**src/rtl/serial_arith_pkg.sv**
```systemverilog
`default_nettype none
// ============================================================================
//  Module      : serial_arith_pkg
//  Description : Shared definitions for the bit-serial arithmetic family
//                (FSM state encoding, default width, counter sizing).
//  Revision    : 1.0  initial release
// ============================================================================
package serial_arith_pkg;

    // Default operand width for serial arithmetic blocks
    localparam int c_DEFAULT_WIDTH = 8;

    // Sequencer states shared by the serial adder and subtractor
    typedef enum logic [1:0] {
        IDLE = 2'd0,
        RUN  = 2'd1,
        DONE = 2'd2
    } state_t;

    // Bit counter width: one spare bit so the counter can never wrap in a run
    function automatic int cnt_width(input int width);
        return $clog2(width) + 1;
    endfunction

endpackage : serial_arith_pkg
`default_nettype wire

```
**src/rtl/serial_add_cell.sv**
```systemverilog
`default_nettype none
// ============================================================================
//  Module      : serial_add_cell
//  Description : Combinational 1-bit full adder built from gate primitives;
//                the single arithmetic cell reused for every bit position.
//  Revision    : 1.0  initial release
// ============================================================================
module serial_add_cell (
    input  logic x,
    input  logic y,
    input  logic ci,
    output wire  s,
    output wire  co
);

    wire w_p;    // propagate: x ^ y
    wire w_g;    // generate:  x & y
    wire w_pc;   // propagated carry: (x ^ y) & ci

    xor u_xor_p  (w_p,  x,   y);
    xor u_xor_s  (s,    w_p, ci);
    and u_and_g  (w_g,  x,   y);
    and u_and_pc (w_pc, w_p, ci);
    or  u_or_co  (co,   w_g, w_pc);

endmodule : serial_add_cell
`default_nettype wire

```
**src/rtl/serial_adder_nbit.sv**
```systemverilog
`default_nettype none
// ============================================================================
//  Module      : serial_adder_nbit
//  Description : Bit-serial N-bit adder. Operands and carry-in are captured on
//                an accepted start, then one bit per clock is summed LSB first
//                through a single full-adder cell and a carry flip-flop.
//                Sum, carry-out and signed overflow are registered on
//                completion and flagged with a one-cycle done pulse.
//  Revision    : 1.0  initial release
// ============================================================================
module serial_adder_nbit
    import serial_arith_pkg::*;
#(
    parameter int WIDTH = c_DEFAULT_WIDTH
) (
    input  logic             clk,
    input  logic             rst_n,
    input  logic             start,
    input  logic [WIDTH-1:0] a,
    input  logic [WIDTH-1:0] b,
    input  logic             cin,
    output logic             busy,
    output logic             done,
    output logic [WIDTH-1:0] sum,
    output logic             cout,
    output logic             ovf
);

    localparam int                 c_CNT_W = cnt_width(WIDTH);
    localparam logic [c_CNT_W-1:0] c_LAST  = c_CNT_W'(WIDTH - 1);

    state_t             r_state;
    logic [WIDTH-1:0]   r_a_sh;
    logic [WIDTH-1:0]   r_b_sh;
    logic [WIDTH-1:0]   r_res_sh;
    logic               r_carry;
    logic [c_CNT_W-1:0] r_cnt;

    wire                w_s;
    wire                w_co;
    logic [WIDTH-1:0]   w_res_next;

    // The one shared adder cell: current LSBs plus the running carry
    serial_add_cell u_cell (
        .x  (r_a_sh[0]),
        .y  (r_b_sh[0]),
        .ci (r_carry),
        .s  (w_s),
        .co (w_co)
    );

    // Result shift register contents once the current sum bit enters at the MSB
    always_comb begin
        w_res_next = {w_s, r_res_sh[WIDTH-1:1]};
    end

    // Sequencer, datapath shift registers, carry FF and registered results
    always_ff @(posedge clk or negedge rst_n) begin
        if (!rst_n) begin
            r_state  <= IDLE;
            r_a_sh   <= '0;
            r_b_sh   <= '0;
            r_res_sh <= '0;
            r_carry  <= 1'b0;
            r_cnt    <= '0;
            busy     <= 1'b0;
            done     <= 1'b0;
            sum      <= '0;
            cout     <= 1'b0;
            ovf      <= 1'b0;
        end else begin
            done <= 1'b0;
            case (r_state)
                IDLE, DONE: begin
                    // DONE accepts a new start exactly like IDLE (back-to-back)
                    if (start) begin
                        r_a_sh  <= a;
                        r_b_sh  <= b;
                        r_carry <= cin;
                        r_cnt   <= '0;
                        busy    <= 1'b1;
                        r_state <= RUN;
                    end else begin
                        r_state <= IDLE;
                    end
                end
                RUN: begin
                    r_a_sh   <= {1'b0, r_a_sh[WIDTH-1:1]};
                    r_b_sh   <= {1'b0, r_b_sh[WIDTH-1:1]};
                    r_res_sh <= w_res_next;
                    r_carry  <= w_co;
                    r_cnt    <= r_cnt + 1'b1;
                    if (r_cnt == c_LAST) begin
                        // r_carry still holds the carry into the MSB cell here
                        sum     <= w_res_next;
                        cout    <= w_co;
                        ovf     <= r_carry ^ w_co;
                        busy    <= 1'b0;
                        done    <= 1'b1;
                        r_state <= DONE;
                    end
                end
                default: begin
                    busy    <= 1'b0;
                    r_state <= IDLE;
                end
            endcase
        end
    end

endmodule : serial_adder_nbit
`default_nettype wire

```
**config.mk**
```make
export PLATFORM = sky130hd
export DESIGN_NAME = serial_adder_nbit
export DESIGN_NICKNAME = d
export VERILOG_FILES = /design/src/rtl/serial_arith_pkg.sv /design/src/rtl/serial_add_cell.sv /design/src/rtl/serial_adder_nbit.sv
export SDC_FILE = /design/constraint.sdc
export NUM_CORES = 1
export LEC_CHECK = 0
export CAP_MARGIN = 20
export CORE_ASPECT_RATIO = 1.1
export CORE_UTILIZATION = 51
export DETAILED_ROUTE_END_ITERATION = 8
export PLACE_DENSITY = 0.78
export SYNTH_ARGS = -nofsm -noshare
export SYNTH_HDL_FRONTEND = slang
export SYNTH_HIERARCHICAL = 1
export SYNTH_SLANG_ARGS = --single-unit
```
**constraint.sdc**
```tcl
create_clock -name clk -period 1.84 [get_ports clk]
set_input_delay 0.184 -clock clk [delete_from_list [all_inputs] [get_ports clk]]
set_output_delay 0.184 -clock clk [all_outputs]
set_load 0.005 [all_outputs]
```
==> out/results.tsv <==
stage	metric	value	unit
finish	n_fill_cell	278	
critical_path	ff2ff_path_depth	5	
detailed_routing	drcViolationCount	0	
timing	rsz0062_at_grt	no	
logic_synthesis	syn_nets	141	
cts	cts_tree	built	
placed_design	dp_hpwl	2080	um
power_and_ir_drop	power_leakage	1.08	nW
logic_synthesis	synth_top_cells_by_count	dfrtp_1 (42), a22o_1 (19), a21o_1 (16)	
job	maxCapViolations	0	
logic_synthesis	synthTopCellsByArea	dfrtp_1 (59%), a22o_1 (9.4%), mux2_4 (7.6%)	
critical_path	worstPathRequired	2090	ps
detailed_routing	drt-wirelength-per-cell	13.7	um
cts	cts.path.max_buffers	2	
placed_design	gp_congestion	0.740	
timing	clock.fmax	0.590	GHz
critical_path	arrival	1940	ps
power_and_ir_drop	p_total	3.57	mW
logic_synthesis	yosysWarningCount	6	
detailed_routing	drtPass1Iterations	4	
floorplanning	dieArea	3730	sq um
power_and_ir_drop	switchingPower	1.11	mW
grt	grt_start_max_net_pins	21	
grt	antenna_found_initial	0	
power_and_ir_drop	pwr-share-clk	12.9	%
cts	clock_latency	350	ps
logic_synthesis	yosysTopAreaCell	dfrtp_1	
logic_synthesis	syn_area	1780	sq um
critical_path	start_kind	flip-flop	
floorplanning	core_area	3330	sq um
timing	min_period_over_period	92.1	%
grt	grtUsageTotal	17.6	%
cts	cts_root_buf	clkbuf_4	
floorplanning	core.rowCount	22	
finish	seqCellArea	1050	sq um
logic_synthesis	syn_avg_cell_area	14.9	sq um
floorplanning	die-width	58.3	um
critical_path	crit_fanout	11	
finish	fin_util	66.0	%
power_and_ir_drop	sw_frac_of_total	31.0	%
logic_synthesis	synthCells	119	
floorplanning	die_h	63.9	um
finish	final_cell_area	2200	sq um
detailed_routing	final_antenna_net_count	0	
cts	clock_sinks	42	
placed_design	io_buffer_count	31	
grt	grt_pass1_vias	1125	
logic_synthesis	synth_flop_cell	dfrtp_1	
floorplanning	ioPinCount	32	
hold_path	hold_class	in -> async	
detailed_routing	routed_wl	2830	um
logic_synthesis	synth_edf_count	0	
timing	hold_viol	0	
cts	numCtsBuffers	5	
cts	cts_setup_buffers	0	
floorplanning	start_util	53.4	%
power_and_ir_drop	pwr-share-seq	45.0	%
logic_synthesis	yosysTopAreaCellShare	59.1	%
timing	tightest_slew	705	ps
finish	multi_input_area	668	sq um
timing	finalMaxSlewViolations	0	
logic_synthesis	yosysMostFrequentCell	dfrtp_1	
critical_path	critPathKind	reg -> reg	
logic_synthesis	synth_seq_area_share	59.1	%
timing	period_minus_slack	1690	ps
finish	drive_gt1_share	17.7	%
power_and_ir_drop	power.internal	2.47	mW
power_and_ir_drop	peakVddDrop	0.799	mV
placed_design	place_area	2130	sq um
logic_synthesis	async_flop_share	100	%
logic_synthesis	ys_types	23	
detailed_routing	vias_per_cell	5.29	
timing	worst_clock_skew	8.81	ps
grt	grt_pass1_wl	4890	um
critical_path	cp-end-kind	flip-flop	
power_and_ir_drop	p_per_area	1630	nW/um^2
finish	nets	179	
power_and_ir_drop	p_comb_share	42.0	%
timing	relSlewSlack	52.9	%
detailed_routing	drt_iter0_drc	23	
timing	setup_viol	0	
cts	htree_levels	2	
grt	grt_overflow_total	0	
outcome	status	completed	
cts	path_clk_slew	120	ps
timing	final.setup.tns	0	ps
detailed_routing	vias	1090	
finish	syn2layout_area_growth	23.7	%
finish	diodes	0	
logic_synthesis	ys_ff_latch	42	
registers in the layout, indices dropped and copies added (netlist names):
name      cells
r_carry       1
ovf           1
r_b_sh        8
busy          1
r_res_sh      7
r_cnt         4
cout          1
r_state       2
sum           8
r_a_sh        8
done          1
logic make-up after synthesis:
family	share of synthesized area [%]
multiplexers	14.4
adder cells (fa/ha/maj)	1.83
AND/OR/NAND/NOR	4.43
XOR/XNOR	0.493
flip-flops	59.1
AO/OA/AOI/OAI	16.4
buffers and inverters	3.31
cells in the final DEF (no fill, tap or decap), types with 2 or more instances in the layout:
master / instances
dfrtp_1: 42
a22o_1: 19
a21o_1: 16
mux2_2: 2
clkdlybuf4s50_1: 30
clkbuf_4: 5
nand3b_1: 2
mux2_1: 7
nor2b_1: 2
buf_4: 6
mux2_4: 9
mux2i_1: 2
per-layer routing:
metal | wire (um) | GRT usage [%] | vias up
met1 | 1240 | 19.5 | 546
li1 | - | - | 514
met5 | 0 | 0 | -
met3 | 112 | 6.07 | 6
met4 | 43 | 6.25 | 0
met2 | 1430 | 30.9 | 24
layout make-up:
cell class,instances,area share (%)
clock inverter,1,0.228
tap,48,2.73
sequential,42,47.8
timing repair buffer,38,16.4
multi-input combinational,70,30.4
clock buffer,7,2.50
stage by stage:
step / hold WS [ps] / setup WS [ps] / instances
finish: 181 / 146 / 206
global route: 168 / 20.8 / 206
floorplan: -112 / 340 / 119
CTS: 159 / 139 / 206
global placement: 9.81 / 169 / 197
detailed placement: 13.3 / 127 / 197
final timing paths:
| check | to | slack, ps | startpoint |
|---|---|---|---|
| hold reg to reg | r_cnt[3] | 480 | r_cnt[3] |
| hold / removal | cout | 180 | rst_n |
| min in group clk | r_b_sh[7] | 460 | b[7] |
| setup reg to reg | sum[3] | 150 | r_cnt[1] |
| max in group asynchronous | r_cnt[0] | 1190 | rst_n |
| setup / recovery | sum[3] | 150 | r_cnt[1] |
worst max-delay path, stage by stage, from the launching register on:
cell and delay, ps:
dfrtp_1 420, ha_1 220, nand3b_1 170, nor3b_2 190, buf_4 240, mux2_2 350
power by group through the flow:
stage	registers, mW	logic [mW]	clock network [mW]
2_1_floorplan	1.58	1.10	0
3_3_place_gp	1.61	1.45	0
3_5_place_dp	1.64	1.52	0
4_1_cts	1.62	1.53	0.481
5_1_grt	1.66	1.65	0.520
6_report	1.61	1.50	0.462
what timing repair did:
action	CTS	global route
endpoints found under the hold margin	42	0
hold buffers	1	0
gates resized for setup	0	0
(Power assumes the default switching activity.)
